**src/rtl/mult_div_sequencer.sv**
```systemverilog
// Iterative radix-2 signed multiply/divide unit with its own start/done sequencer; results land in hi/lo.
// Optional MULT_DIV_UNSIGNED_EN adds op_unsigned for MULTU/DIVU behaviour.
module mult_div_sequencer #(
  parameter int unsigned WIDTH = 32,
  parameter int unsigned CNT_W = 6
) (
  input  logic             clock,
  input  logic             reset,
  input  logic             start,
  input  logic             op,
`ifdef MULT_DIV_UNSIGNED_EN
  input  logic             op_unsigned,
`endif
  input  logic [WIDTH-1:0] operand_a,
  input  logic [WIDTH-1:0] operand_b,
  output logic             busy,
  output logic             done,
  output logic [WIDTH-1:0] hi,
  output logic [WIDTH-1:0] lo,
  output logic             div_zero
);

  typedef enum logic [2:0] {S_IDLE, S_PREP, S_ITER, S_FIX, S_DONE} state_t;

  state_t             state;
  logic [CNT_W-1:0]   cnt;
  logic               op_q;
  logic [WIDTH-1:0]   a_q, b_q;
  logic               neg_a, neg_b, dz_q;
  logic [WIDTH-1:0]   m_q;       // multiplicand (MULT) or divisor (DIV) magnitude
  logic [WIDTH:0]     rem;       // upper accumulator / partial remainder
  logic [WIDTH-1:0]   quo;       // multiplier shifting out / quotient shifting in

  logic               sign_en;
  logic               a_neg, b_neg;
  logic [WIDTH-1:0]   mag_a, mag_b;
  logic [WIDTH:0]     div_shift, div_diff, mul_sum;
  logic [WIDTH-1:0]   rem_lo, quo_fix, rem_fix;
  logic [2*WIDTH-1:0] prod, prod_fix;

`ifdef MULT_DIV_UNSIGNED_EN
  logic uns_q;
  assign sign_en = ~uns_q;
`else
  assign sign_en = 1'b1;
`endif

  // Sign extraction and magnitude conversion of the latched operands
  assign a_neg = sign_en & a_q[WIDTH-1];
  assign b_neg = sign_en & b_q[WIDTH-1];
  assign mag_a = a_neg ? -a_q : a_q;
  assign mag_b = b_neg ? -b_q : b_q;

  // One iteration step: restoring subtract for DIV, add-then-shift for MULT
  assign div_shift = {rem[WIDTH-1:0], quo[WIDTH-1]};
  assign div_diff  = div_shift - {1'b0, m_q};
  assign mul_sum   = rem + {1'b0, m_q};

  // Sign fix-up; quotient truncates toward zero, remainder follows the dividend
  assign rem_lo   = rem[WIDTH-1:0];
  assign prod     = {rem_lo, quo};
  assign prod_fix = (neg_a ^ neg_b) ? -prod : prod;
  assign quo_fix  = (neg_a ^ neg_b) ? -quo : quo;
  assign rem_fix  = neg_a ? -rem_lo : rem_lo;

  always_ff @(posedge clock or negedge reset) begin
    if (!reset) begin
      state    <= S_IDLE;
      cnt      <= '0;
      op_q     <= 1'b0;
      a_q      <= '0;
      b_q      <= '0;
      neg_a    <= 1'b0;
      neg_b    <= 1'b0;
      dz_q     <= 1'b0;
      m_q      <= '0;
      rem      <= '0;
      quo      <= '0;
      busy     <= 1'b0;
      done     <= 1'b0;
      hi       <= '0;
      lo       <= '0;
      div_zero <= 1'b0;
`ifdef MULT_DIV_UNSIGNED_EN
      uns_q    <= 1'b0;
`endif
    end else begin
      done <= 1'b0;
      case (state)
        S_IDLE: begin
          if (start) begin
            op_q  <= op;
            a_q   <= operand_a;
            b_q   <= operand_b;
`ifdef MULT_DIV_UNSIGNED_EN
            uns_q <= op_unsigned;
`endif
            busy  <= 1'b1;
            state <= S_PREP;
          end
        end
        S_PREP: begin
          neg_a <= a_neg;
          neg_b <= b_neg;
          rem   <= '0;
          cnt   <= CNT_W'(WIDTH - 1);
          m_q   <= op_q ? mag_b : mag_a;
          quo   <= op_q ? mag_a : mag_b;
          // Divide-by-zero skips the iterations but still spends one cycle in FIX
          if (op_q && (b_q == '0)) begin
            dz_q  <= 1'b1;
            state <= S_FIX;
          end else begin
            dz_q  <= 1'b0;
            state <= S_ITER;
          end
        end
        S_ITER: begin
          if (op_q) begin
            if (div_diff[WIDTH]) begin
              rem <= div_shift;
              quo <= {quo[WIDTH-2:0], 1'b0};
            end else begin
              rem <= div_diff;
              quo <= {quo[WIDTH-2:0], 1'b1};
            end
          end else if (quo[0]) begin
            rem <= {1'b0, mul_sum[WIDTH:1]};
            quo <= {mul_sum[0], quo[WIDTH-1:1]};
          end else begin
            rem <= {1'b0, rem[WIDTH:1]};
            quo <= {rem[0], quo[WIDTH-1:1]};
          end
          if (cnt == '0) state <= S_FIX;
          else           cnt   <= cnt - CNT_W'(1);
        end
        S_FIX: begin
          if (dz_q) begin
            div_zero <= 1'b1;
          end else begin
            div_zero <= 1'b0;
            if (op_q) begin
              hi <= rem_fix;
              lo <= quo_fix;
            end else begin
              hi <= prod_fix[2*WIDTH-1:WIDTH];
              lo <= prod_fix[WIDTH-1:0];
            end
          end
          done  <= 1'b1;
          state <= S_DONE;
        end
        S_DONE: begin
          busy  <= 1'b0;
          state <= S_IDLE;
        end
        default: begin
          busy  <= 1'b0;
          state <= S_IDLE;
        end
      endcase
    end
  end

endmodule

```
**config.mk**
```make
export PLATFORM = sky130hd
export DESIGN_NAME = mult_div_sequencer
export DESIGN_NICKNAME = d
export VERILOG_FILES = /design/src/rtl/mult_div_sequencer.sv
export SDC_FILE = /design/constraint.sdc
export NUM_CORES = 1
export LEC_CHECK = 0
export ABC_AREA = 1
export BUFFER_PORTS_ARGS = -buffer_cell sky130_fd_sc_hd__buf_2
export CAP_MARGIN = 10
export CORE_MARGIN = 4
export CORE_UTILIZATION = 45
export CTS_CLUSTER_DIAMETER = 200
export DETAILED_ROUTE_END_ITERATION = 10
export PLACE_DENSITY = 0.71
export REMOVE_ABC_BUFFERS = 1
export SLEW_MARGIN = 20
export SYNTH_ARGS = -nofsm -noshare
export SYNTH_HDL_FRONTEND = slang
export SYNTH_SLANG_ARGS = --single-unit
```
**constraint.sdc**
```tcl
create_clock -name clock -period 3.5 [get_ports clock]
set_input_delay 0.7 -clock clock [delete_from_list [all_inputs] [get_ports clock]]
set_output_delay 0.7 -clock clock [all_outputs]
set_load 0.05 [all_outputs]
```
# Word-level counts from Yosys, hierarchy flattened
# Cells that the tools add are included.
dict set report word_totals {
  inputBits 68
  output_inout_bits 67
  reg_bits 241
}
dict set report classes {
  mux 28
  addsub 8
  n_bitwise 3
  n_eq_ne 6
  reduce_logical 11
}
# op n
set op_table {}
lappend op_table {{$mux W32} 11}
lappend op_table {{$neg A32 Y32} 4}
lappend op_table {{$mux W33} 2}
lappend op_table {{$pmux W33 S2} 1}
lappend op_table {{$mux W64} 1}
lappend op_table {{$neg A64 Y64} 1}
lappend op_table {{$pmux W32 S2} 1}
lappend op_table {{$add A33 B32 Y33} 1}
lappend op_table {{$sub A33 B32 Y33} 1}
lappend op_table {{$logic_not A32 Y1} 1}
lappend op_table {{$pmux W3 S4} 1}
lappend op_table {{$pmux W6 S2} 1}
lappend op_table {{$reduce_and A2 Y1} 5}
lappend op_table {{$eq A3 B2 Y1 const B} 2}
lappend op_table {{$logic_not A6 Y1} 1}
lappend op_table {{$mux W1} 6}
lappend op_table {{$mux W3} 2}
lappend op_table {{$mux W6} 1}
lappend op_table {{$ne A2 B2 Y1 const B} 3}
lappend op_table {{$sub A6 B1 Y6 const B} 1}
lappend op_table {{$eq A3 B1 Y1 const B} 1}
lappend op_table {{$logic_not A3 Y1} 1}
lappend op_table {{$reduce_or A3 Y1} 1}
lappend op_table {{$not A1 Y1} 2}
lappend op_table {{4 further kinds} 4}

# Depth between registers and ports, before layout
dict set report depth {
  ltp_word 4
  depth_mapped 20
  mapped_depth_nobuf 20
}

# Worst setup path before layout
# OpenSTA, ideal clock, no wires.
dict set report synth_timing {
  kind {reg-to-reg}
  start {register rem[4]}
  end {register rem[8]}
  t_arrival_ps 2788
  path_stages_with_launch 19
  n_path_buf 1
  setup_ps 132
  setup_slack_ps 580
  path_cell_list {dfrtp_1 > ha_1 > nand2_1 > nand2_1 > nand3b_1 > nand2_1 > nand2_1 > nand2_1 > nand2_1 > nand2_1 > a21oi_1 > or2_2 > ha_1 > clkinv_1 > clkbuf_1 > a21oi_1 > o21ai_0 > nand3_1 > o21ai_0}
}
dict set report synth_between {
  elab_chain_cells 4
  elab_cells_between_ends 6
}
# element line
set synth_rtl {}
lappend synth_rtl {{start: declaration} 31} ;# logic [WIDTH:0] rem;
lappend synth_rtl {{start signal: assignment} 121} ;# rem <= div_shift;
lappend synth_rtl {{start signal: assignment} 124} ;# rem <= div_diff;
lappend synth_rtl {{start signal: assignment} 128} ;# rem <= {1'b0, mul_sum[WIDTH:1]};
lappend synth_rtl {{$add A33 B32 Y33 or $sub A33 B32 Y33 (tied branches)} {57, 56}}
lappend synth_rtl {{$mux W32 or $mux W33 (tied branches)} {127, 120}}
lappend synth_rtl {{$mux W33 *} 119} ;# if (op_q) begin
lappend synth_rtl {{$pmux W33 S2 *} 89} ;# case (state)
# Every way passes the cells marked *; elsewhere a longest branch is shown, timed or not.
# A chain may end at the register's enable or synchronous reset.

# Worst setup path in the final report
dict set report layout_timing {
  start {register m_q[4]}
  end {register rem[2]}
}
dict set report layout_between {
  elab_chain_cells 4
}
# element line
set layout_rtl {}
lappend layout_rtl {{start: declaration} 30} ;# logic [WIDTH-1:0] m_q;
lappend layout_rtl {{start signal: assignment} 107} ;# m_q <= op_q ? mag_b : mag_a;
lappend layout_rtl {{$sub A33 B32 Y33} 56} ;# assign div_diff = div_shift - {1'b0, m_q};
lappend layout_rtl {{$mux W33} 120} ;# if (div_diff[WIDTH]) begin
lappend layout_rtl {{$mux W33} 119}
lappend layout_rtl {{$pmux W33 S2} 89}
# Every way passes these cells.

==> results.cfg <==
[run_status]
outcome = complete, no violations

[timing]
fin_crit_ns = 3.19
fin_crit_sh_pct = 91.3
tightestPinTransition_ns = 0.783
whs_ns = 0.162
maxSlewViolCount = 0
setup_violations = 0
maxSlewHeadroom_pct = 47.4
fmax_ghz = 0.313
rsz0062_at_grt = false
clock_skew_ns = 0.0142
hold_viol = 0
tns_ns = 0

[setup_path]
r2r_cells = 21
cpMostUsedCell = nand2_1
r2r_start = m_q[4]
reg2reg_to = rem[2]
crit_required_ns = 4.01
path_cells = inv_1 > ha_1 > nand2_1 > nor2_1 > nand2_1 > nand3b_1 > nand2_1 > nand2_1 > nand2_1 > nand2_1 > nand2_1 > a21oi_1 > or2_2 > ha_1 > clkinv_1 > buf_12 > a21oi_1 > o21ai_0 > o211ai_1 > nand3_1 > o21ai_0
r2r_setup_slack_ns = 0.31
arrival_ns = 3.70
crit_cells = 21
worst-path-buf-inv = 3
critPathMaxFanout = 38
critical-path-slowest-cell = dfrtp_1
slowest_delay_ns = 0.37
startpoint_type = flip-flop
cpLargestDelayFamily = simple AND/OR/NAND/NOR gates
crit_start = m_q[4]
crit_type = flip-flop to flip-flop
cp-end-kind = flip-flop
critPathCapture = rem[2]

[clock_tree]
root_buffer = clkbuf_16
post_cts_buffers = 0
cts_tree = built
clkTransAtPathRegs_ns = 0.07
clk_latency_ns = 0.58
cts-buffers-inserted = 30
cts_buffer_depth = 3
cts_resized = 0
postCtsHoldBufs = 0
clock-sinks = 241
cts.htree.levels = 1

[worst_hold_path]
hold_class = input pin to asynchronous set/reset pin

[finish]
area_delta_synth_final_pct = 13.6
n_antenna_cell = 0
regArea_um2 = 6030
multi_input_area_um2 = 11800
drive_above_1_share_pct = 9.23
nNetsFinal = 3485
fin_util_pct = 52.2
fillCellCount = 4492

[drt]
vias = 21600
met2_wirelength_um = 30500
met3_length_um = 7250
drcViolationCount = 0
dr.max_layer_used = met5
wl_um = 72000
dr.first_iter.drc_count = 2392
vias_per_cell = 5.46
postRouteAntennaNets = 0
drt-pass1-iter-count = 6
wl_per_cell_um = 18.2
met1_length_um = 30700

[die]
die_x_um = 219
core_um2 = 43500
num_rows = 76
die_h_um = 219
pin_count = 135
initial_core_util_pct = 45.9
die-area_um2 = 47800

[yosys]
synthDistinctLibCells = 46
synthCells = 3219
synth_most_common_cell = nand2_1
yosysWarnings = 0
yosysTopAreaCell = dfrtp_1
synth-seq-cells = 241
synthArstFlopShare_pct = 100
ys.flop_type = dfrtp_1
synth_area_um2 = 19900
avgSynthCellArea_um2 = 6.20
synth_top_area_share_pct = 30.2
synthTopCellsByArea = dfrtp_1, nand2_1, nand3_1
ys_seq_area_share_pct = 30.2
synth_edf_count = 0
synth_common_cells = nand2_1, inv_1, nand3_1, nor2_1, dfrtp_1

[grt]
grt_pass1_vias = 20100
grt_max_degree = 95
grt-ovfl-total = 0
antenna_found_initial = 1
grt_usage_pct = 29.6
grt_first_pass_wirelength_um = 112000

[placed_design]
dp_hpwl_um = 56300
portBuffers = 134
place_congestion = 1.00

[flow_run]
cap_violations = 0
## logic make-up (layout without fill, tap and decap cells)
kind of cell    count (synthesis)  in the layout  synth area share [%]
flops                         241            241                  30.2
fa+ha+maj                      73             73                  4.65
buf+inv                       556            705                  10.5
simple gates                 1795           1795                  37.8
compound gates                457            457                  12.4
xor+xnor                       88             88                  3.86
mux                             9              9                 0.508
## worst min-delay path by stage
stage,endpoint,cells after the start,slack (ns),from
after CTS,lo[11],1,0.19,reset
after detailed placement,state[0],1,0.45,state[2]
final,lo[11],1,0.16,reset
after floorplan,a_q[0],0,0.40,reset
after global placement,state[0],1,0.45,state[2]
after global routing,lo[11],1,0.23,reset
## placed cells by master (no fill, tap or decap), types with 9 or more instances in the layout
cell       netlist  routed
nand3_1        341     340
o21ai_0        180     180
clkbuf_16        0      31
xor2_1          68      68
o22ai_1         19      19
o211ai_1        37      37
nand3b_1        23      23
nor2_1         315     314
nand4_1         32      32
mux2_2           9       9
a21oi_1        184     184
nand2_1       1016    1016
or2_2           15      15
dfrtp_1        241     240
inv_1          439     437
ha_1            71      71
nor3_1          21      21
buf_2           11     133
xnor2_1         20      20
buf_4            0      64
## layer usage
layer | up-vias | track usage (%)
met2 | 994 | 45.3
met4 | 2 | 12.5
li1 | 10600 | -
met3 | 182 | 5.99
met5 | - | 0
met1 | 9810 | 40.9
## layout make-up
type | instances | share of cell area [%]
tap | 585 | 3.23
clock buffer | 39 | 3.73
sequential | 241 | 26.6
multi-input combinational | 2422 | 52.2
inverter | 444 | 7.36
timing repair buffer | 205 | 5.74
clock inverter | 17 | 1.10
## per-stage QoR
stage | setup slack, ns | std cells | instance area (µm²)
final | 0.305 | 3953 | 22700
after global routing | 0.0284 | 3953 | 22700
after CTS | 0.361 | 3953 | 22700
after detailed placement | 0.399 | 3897 | 21600
after global placement | 0.464 | 3897 | 21600
after floorplan | -2.42 | 3107 | 19500
## flip-flops by register name (all words and copies together) (netlist names), 3 cells and up
name and flops:
lo 32, rem 33, cnt 6, state 3
quo 32, a_q 32, m_q 32, hi 32
b_q 32
Power is not shown: default switching activity piles up to over one toggle a cycle in this logic, so the estimate is an artifact.
